**config.mk**
```make
export PLATFORM = sky130hd
export DESIGN_NAME = multicycle_ctrl
export DESIGN_NICKNAME = d
export VERILOG_FILES = /design/src/rtl/multicycle_ctrl.sv
export SDC_FILE = /design/constraint.sdc
export NUM_CORES = 1
export LEC_CHECK = 0
export ABC_AREA = 1
export BUFFER_PORTS_ARGS = -buffer_cell sky130_fd_sc_hd__buf_2
export CAP_MARGIN = 20
export CORE_MARGIN = 8
export CORE_UTILIZATION = 35
export DETAILED_ROUTE_END_ITERATION = 10
export PLACE_DENSITY = 0.58
export SYNTH_ARGS = -nofsm -noshare
export SYNTH_HDL_FRONTEND = slang
export SYNTH_SLANG_ARGS = --single-unit
export TNS_END_PERCENT = 20
```
**constraint.sdc**
```tcl
create_clock -name clk -period 3.65 [get_ports clk]
set_clock_uncertainty 0.2 [all_clocks]
set_input_delay 0.365 -clock clk [delete_from_list [all_inputs] [get_ports clk]]
set_output_delay 0.365 -clock clk [all_outputs]
set_load 0.03 [all_outputs]
```
**src/rtl/multicycle_ctrl.sv**
```systemverilog
// Multi-cycle RV32I control FSM: sequences fetch/decode/exec/mem/writeback over a shared ALU and memory port.
// Optional retired-instruction counter on output instret when PERF_CNT_EN is defined.
module multicycle_ctrl #(
  parameter int unsigned TIMEOUT_CYCLES = 255
) (
  input  logic       clk,
  input  logic       rst_n,
  input  logic [6:0] opcode,
  input  logic       branch_taken,
  input  logic       mem_ready,
  output logic       mem_req,
  output logic       mem_we,
  output logic       IorD,
  output logic       IRWrite,
  output logic       PCWrite,
  output logic [1:0] PCSrc,
  output logic       RegWrite,
  output logic [1:0] WBSel,
  output logic [1:0] ALUSrcA,
  output logic       ALUSrc,
  output logic [1:0] ALUOp,
  output logic       illegal,
  output logic [2:0] state_o
`ifdef PERF_CNT_EN
  ,
  output logic [31:0] instret
`endif
);

  typedef enum logic [2:0] {
    S_IDLE   = 3'd0,
    S_FETCH  = 3'd1,
    S_DECODE = 3'd2,
    S_EXEC   = 3'd3,
    S_MEM    = 3'd4,
    S_WB     = 3'd5,
    S_BR     = 3'd6,
    S_TRAP   = 3'd7
  } state_t;

  localparam logic [6:0] OP_R      = 7'b0110011;
  localparam logic [6:0] OP_IMM    = 7'b0010011;
  localparam logic [6:0] OP_LOAD   = 7'b0000011;
  localparam logic [6:0] OP_STORE  = 7'b0100011;
  localparam logic [6:0] OP_BRANCH = 7'b1100011;
  localparam logic [6:0] OP_JAL    = 7'b1101111;
  localparam logic [6:0] OP_JALR   = 7'b1100111;
  localparam logic [6:0] OP_LUI    = 7'b0110111;
  localparam logic [6:0] OP_AUIPC  = 7'b0010111;
  localparam logic [7:0] TMO       = 8'(TIMEOUT_CYCLES);

  state_t     r_state;
  state_t     w_next;
  logic       r_illegal;
  logic       r_taken;
  logic [7:0] r_wd_cnt;

  logic w_is_load, w_is_store, w_is_branch, w_is_jal, w_is_jalr, w_legal;
  logic w_mem_wait, w_wd_hit;

  assign w_is_load   = (opcode == OP_LOAD);
  assign w_is_store  = (opcode == OP_STORE);
  assign w_is_branch = (opcode == OP_BRANCH);
  assign w_is_jal    = (opcode == OP_JAL);
  assign w_is_jalr   = (opcode == OP_JALR);
  assign w_legal     = opcode inside {OP_R, OP_IMM, OP_LOAD, OP_STORE, OP_BRANCH,
                                      OP_JAL, OP_JALR, OP_LUI, OP_AUIPC};

  // Watchdog fires on the wait cycle that would bring the count up to TMO.
  assign w_mem_wait = ((r_state == S_FETCH) || (r_state == S_MEM)) && !mem_ready;
  assign w_wd_hit   = (TMO != 8'd0) && w_mem_wait && (r_wd_cnt == TMO - 8'd1);

  always_comb begin
    w_next = r_state;
    case (r_state)
      S_IDLE:   w_next = S_FETCH;
      S_FETCH:  if (mem_ready) w_next = S_DECODE;
                else if (w_wd_hit) w_next = S_TRAP;
      S_DECODE: w_next = w_legal ? S_EXEC : S_TRAP;
      S_EXEC:   if (w_is_load || w_is_store) w_next = S_MEM;
                else if (w_is_branch) w_next = S_BR;
                else w_next = S_WB;
      S_MEM:    if (mem_ready) w_next = w_is_store ? S_FETCH : S_WB;
                else if (w_wd_hit) w_next = S_TRAP;
      S_WB:     w_next = S_FETCH;
      S_BR:     w_next = S_FETCH;
      S_TRAP:   w_next = S_TRAP;
      default:  w_next = S_IDLE;
    endcase
  end

  always_ff @(posedge clk or negedge rst_n) begin
    if (!rst_n) begin
      r_state   <= S_IDLE;
      r_illegal <= 1'b0;
      r_taken   <= 1'b0;
      r_wd_cnt  <= 8'd0;
    end else begin
      r_state <= w_next;
      if (w_next == S_TRAP) r_illegal <= 1'b1;
      if ((r_state == S_EXEC) && w_is_branch) r_taken <= branch_taken;
      if ((w_next != r_state) || !w_mem_wait) r_wd_cnt <= 8'd0;
      else r_wd_cnt <= r_wd_cnt + 8'd1;
    end
  end

  // FETCH and MEM handshake strobes are Mealy on mem_ready; everything else decodes the state.
  always_comb begin
    mem_req  = 1'b0;
    mem_we   = 1'b0;
    IorD     = 1'b0;
    IRWrite  = 1'b0;
    PCWrite  = 1'b0;
    PCSrc    = 2'b00;
    RegWrite = 1'b0;
    WBSel    = 2'b00;
    ALUSrcA  = 2'b00;
    ALUSrc   = 1'b0;
    ALUOp    = 2'b00;
    case (r_state)
      S_FETCH: begin
        mem_req = 1'b1;
        IRWrite = mem_ready;
      end
      S_EXEC: begin
        case (opcode)
          OP_R:      ALUOp = 2'b10;
          OP_IMM:    begin ALUSrc = 1'b1; ALUOp = 2'b10; end
          OP_BRANCH: ALUOp = 2'b01;
          OP_JAL, OP_AUIPC: begin ALUSrcA = 2'b01; ALUSrc = 1'b1; end
          OP_LUI:    begin ALUSrcA = 2'b10; ALUSrc = 1'b1; end
          default:   ALUSrc = 1'b1;
        endcase
      end
      S_MEM: begin
        mem_req = 1'b1;
        IorD    = 1'b1;
        mem_we  = w_is_store;
        PCWrite = w_is_store && mem_ready;
      end
      S_WB: begin
        RegWrite = 1'b1;
        PCWrite  = 1'b1;
        WBSel    = w_is_load ? 2'b01 : ((w_is_jal || w_is_jalr) ? 2'b10 : 2'b00);
        PCSrc    = w_is_jal ? 2'b01 : (w_is_jalr ? 2'b10 : 2'b00);
      end
      S_BR: begin
        ALUSrcA = 2'b01;
        ALUSrc  = 1'b1;
        PCWrite = 1'b1;
        PCSrc   = r_taken ? 2'b01 : 2'b00;
      end
      default: ;
    endcase
  end

  assign illegal = r_illegal;
  assign state_o = r_state;

`ifdef PERF_CNT_EN
  logic w_retire;
  assign w_retire = (r_state == S_WB) || (r_state == S_BR) ||
                    ((r_state == S_MEM) && w_is_store && mem_ready);

  always_ff @(posedge clk or negedge rst_n) begin
    if (!rst_n) instret <= 32'd0;
    else if (w_retire) instret <= instret + 32'd1;
  end
`endif

endmodule

```
=== After elaboration in Yosys (flattened, before gate mapping) ===
Cells that the tools add are included.

* Equal/unequal tests: 19
* Muxes and demuxes: 28
* Bitwise logic cells: 0
* Magnitude comparators: 0
* Reduce and logical (&&, ||, !) cells: 18
* Shift operators: 0
* $add $sub $neg: 1
* Div/mod/pow operators: 0
* Multipliers: 0

{| class="wikitable"
|+ Operators with widths
! cell !! number
|-
| 7-bit by 6-bit equality test with 1-bit output (second input constant) || 3
|-
| 7-bit equality test (second input constant) || 3
|-
| 3-bit case mux with 6 select lines || 1
|-
| 2-bit two-way mux || 8
|-
| 2-bit case mux with 2 select lines || 4
|-
| 3-bit equality test (second input constant) || 5
|-
| 3-bit two-way mux || 5
|-
| 7-bit by 5-bit equality test with 1-bit output (second input constant) || 2
|-
| 2-bit OR reduction || 5
|-
| 9-bit nonzero test || 1
|-
| 8-bit by 1-bit adder with 8-bit output (second input constant) || 1
|-
| 8-bit equality test (second input constant) || 1
|-
| 8-bit two-way mux || 1
|-
| 7-bit by 2-bit equality test with 1-bit output (second input constant) || 1
|-
| 1-bit two-way mux || 7
|-
| 3-bit by 2-bit equality test with 1-bit output (second input constant) || 2
|-
| 1-bit logical AND || 4
|-
| 1-bit logical OR || 4
|-
| 1-bit case mux with 2 select lines || 2
|-
| 3-bit by 1-bit equality test with 1-bit output (second input constant) || 1
|-
| 3-bit zero test || 1
|-
| 3-bit inequality test || 1
|-
| 3-bit OR reduction || 1
|-
| 1-bit zero test || 2
|}

* Bits in writable memories: 0
* Memory bits (read-only): 0
* Latch bits: 0
* Output and inout port bits: 19
* Memories kept: 0
* Bits in registers: 13
* Word-level logic and storage cells: 70

=== Longest topological paths before layout ===
* Word-level depth: 10
* Gate-level depth with buffers: 10
* Mapped depth without buffers: 10

=== Worst setup path before layout ===
No wires, ideal clock.

* Path kind: flip-flop to output port
* Start point: register r_state[2] (netlist: state_o[2])
* End point: output WBSel[0]
* Arrival: 2.366 ns
* Cell stages (with the launch flop): 5
* Slack: 0.719 ns
* Path through: dfrtp_1 -> inv_1 -> nor2_1 -> inv_1 -> nor4_1

* Cells in the longest elaborated chain, start to end: 2

{| class="wikitable"
|+ Ends and longest elaborated chain
! item !! RTL line !! source
|-
| start, declared || 52 || <nowiki>state_t r_state;</nowiki>
|-
| start signal, assigned || 99 || <nowiki>r_state <= w_next;</nowiki>
|-
| 3-bit equality test || 120 || <nowiki>case (r_state)</nowiki>
|-
| 2-bit two-way mux || 120 ||
|-
| end, declared || 18 || <nowiki>output logic [1:0] WBSel,</nowiki>
|}

No other way between the ends.

==> summary.txt <==
Finish
  – Multi-input logic area: 547 um2
  – Fill cell count: 277
  – Antenna cells: 0
  – Layout area overhead: 22.9%
  – Layout cell share with drive strength beyond 1: 0.320
  – Most frequent cells in the layout: 29 x buf_2, 25 x nand2_1, 25 x nor2_1
  – Fin nets: 186
  – Final Non-Filler Cells: 203
  – Sequential Area: 325 um2
  – Most common cell after layout, fill and taps aside: buf_2

Die
  – I/O Pins: 30
  – Site row count: 19
  – Core area: 0.00269 mm2
  – Die Span X: 68.5 um
  – Starting density of the core: 0.360
  – Die Ht: 68.5 um
  – Area of the die: 0.00470 mm2

Flow run
  – Max cap viols: 0

Critical path
  – CP Class: flop to output port
  – Reg-to-Reg Start: r_wd_cnt[0]
  – CP max FO: 4
  – CP Data Required Time: 3.08 ns
  – WP data arrival: 1.82 ns
  – CP Launch Point: r_wd_cnt[0]
  – Crit. End Element: output port
  – Setup crit start kind: flop

STA
  – Fmax: 0.420 GHz
  – Setup TNS: 0 ns
  – Relative slew slack: 0.755
  – Final min period: 2.38 ns
  – Slew @ Worst Pin: 0.367 ns
  – Final setup violating endpoints: 0
  – Fin. Hold Viols: 0
  – RSZ-0062 raised after global routing: no
  – Crit share post-route: 0.653
  – Final Slew Violations: 0

Drt
  – Post-Route WL: 2420 um
  – Number of remaining DRC errors: 0
  – Drt via density: 4.79
  – Final antenna-violating net count: 0
  – Routed wire per std cell: 11.9 um
  – 1st-iter DRT viols: 80
  – Via Count: 973
  – Initial DRT Pass Iterations: 4

Power and ir drop
  – Clock share of power: 0.124
  – Internal power: 338 uW
  – Max VDD drop: 0.457 mV
  – Share of total power in combinational logic: 0.593
  – Power density over cell area: 625 mW/mm2
  – Sw frac: 0.544
  – NetSw: 404 uW
  – LEAKAGE: 0.607 nW
  – Reg power frac: 0.282

Yosys
  – Post-Synth Adder-Cell Area: 0.0259
  – Yosys reg bits: 13
  – Top cell type by total area after synthesis: dfrtp_1
  – Mux contribution to synthesized area: 0
  – Xor-xnor portion of the synthesized cell area: 0.0272
  – Netlist cell types: 23
  – Yosys top cell area share: 0.337
  – Synth Area in Compound Gates: 0.0440
  – Yosys warns: 0
  – Area contributors post-synth: dfrtp_1 34%, nand2_1 9.7%, nor2_1 9.7%
  – Sequential area share after synthesis: 0.337
  – Largest family of logic cells by synthesized area: simple AND/OR/NAND/NOR gates
  – Syn nets: 151
  – Mean post-synth cell area: 7.00 um2
  – Post-Synth Simple-Gate Area: 0.469
  – Mapped Area: 966 um2
  – Synthesized instance count: 138

Clock network
  – Clock transition at path regs: 0.09 ns
  – Postcts setup bufs: 0
  – CTS tree: done
  – Cts hold-fix bufs: 1
  – Worst skew pair latency: 0.28 ns
  – Clock tree buffer depth: 2
  – Root buf cell: clkbuf_4
  – Clock Sinks: 13
  – Cts repair resizes: 0
  – Clock buffer count from CTS: 3
  – H-tree depth: 1

Placed design
  – Dpl hpwl: 2070 um
  – Dpl cells: 198
  – IO Port Bufs: 29
  – GPL Wtd Cong: 0.817

Global routing
  – First-pass GRT wire length: 4250 um
  – Total gr overflow: 0
  – Initial antenna violation count: 0
  – Vias in the first global route: 1026
  – Pin count of the biggest net entering global routing: 14
  – Total track usage: 0.116

Hold path
  – Hold_sp: branch_taken
  – Hold Path Class: input port to flop

Run status
  – Outcome: finished, final reports clean
-- cells in the mapped netlist --
master     n
inv_1     20
xnor2_1    1
nand2_1   25
nor2_1    25
nand4_4    1
a21oi_1    1
or2_1      1
o21ai_0    6
o21bai_1   1
nand3_2    2
nor3_2     1
nor4_1     1
nor3b_1    1
ha_1       2
nor3b_2    2
dfrtp_1   13
xor2_1     2
nor3_1     3
nand3_1   14
nor2_4     3
nor2_2     3
inv_2      5
nand2_2    5
-- per-layer routing --
layer | global-route usage | part of all wire | vias up | wire length (um)
li1 | - | - | 501 | -
met1 | 0.123 | 0.42 | 438 | 1010
met2 | 0.209 | 0.48 | 26 | 1170
met3 | 0.0420 | 0.080 | 8 | 193
met4 | 0.0384 | 0.021 | 0 | 51
met5 | 0 | 0 | - | 0
-- worst paths after layout --
kind | to | cells past startpoint | slack, ns
min in group asynchronous | r_wd_cnt[4] | 2 | 0.28
max in group asynchronous | state_o[0] | 2 | 2.74
max reg2reg | illegal | 10 | 2.00
min | r_taken | 3 | 0.10
min reg2reg | illegal | 1 | 0.29
max | PCWrite | 11 | 1.27
-- critical path, cell delays in order (launching register included) --
cell	delay [ns]
dfrtp_1	0.40
inv_1	0.06
ha_1	0.19
inv_1	0.05
nor2_1	0.04
nand2_1	0.10
nor2_2	0.07
or2_1	0.21
nand3_2	0.09
inv_2	0.04
nor2_1	0.09
buf_2	0.21
-- state kept, by name, summed over array words and instances (netlist names) --
| name | flops |
|---|---|
| r_wd_cnt | 8 |
| illegal | 1 |
| state_o | 3 |
| r_taken | 1 |
-- stage by stage --
stage | utilization | setup WS [ns] | power (mW) | hold slack, ns | instance area (um2)
finish | 0.442 | 1.27 | 0.742 | 0.103 | 1190
global route | 0.442 | 1.10 | 0.803 | 0.0972 | 1190
CTS | 0.442 | 1.25 | 0.749 | 0.109 | 1190
detailed placement | 0.428 | 1.59 | 0.653 | 0.0705 | 1150
global placement | 0.428 | 1.62 | 0.653 | 0.0706 | 1150
floorplan | - | 0.719 | 0.535 | -0.131 | 966
-- logic make-up (layout without fill, tap and decap cells) --
kind of cell	Yosys count	count (layout)
AND/OR/NAND/NOR	87	87
XOR/XNOR	3	3
buffers and inverters	25	59
flip-flops	13	13
AO/OA/AOI/OAI	8	8
adder cells (fa/ha/maj)	2	2
-- final cells by class --
class | instances | area share
clock inverters | 1 | 0.00421
repair buffers | 30 | 0.131
multi-input cells | 100 | 0.460
clock buffers | 3 | 0.0190
inverters | 25 | 0.0790
well taps | 31 | 0.0327
flip-flops and latches | 13 | 0.274
-- power by group through the flow --
stage               Clock [mW]  Sequential (mW)  Combinational, mW
floorplan                    0            0.246              0.289
global placement             0            0.212              0.441
detailed placement           0            0.212              0.441
CTS                     0.0965            0.210              0.443
global route             0.104            0.216              0.483
finish                  0.0923            0.209              0.440
No activity file was read; power rests on OpenSTA's default activity.
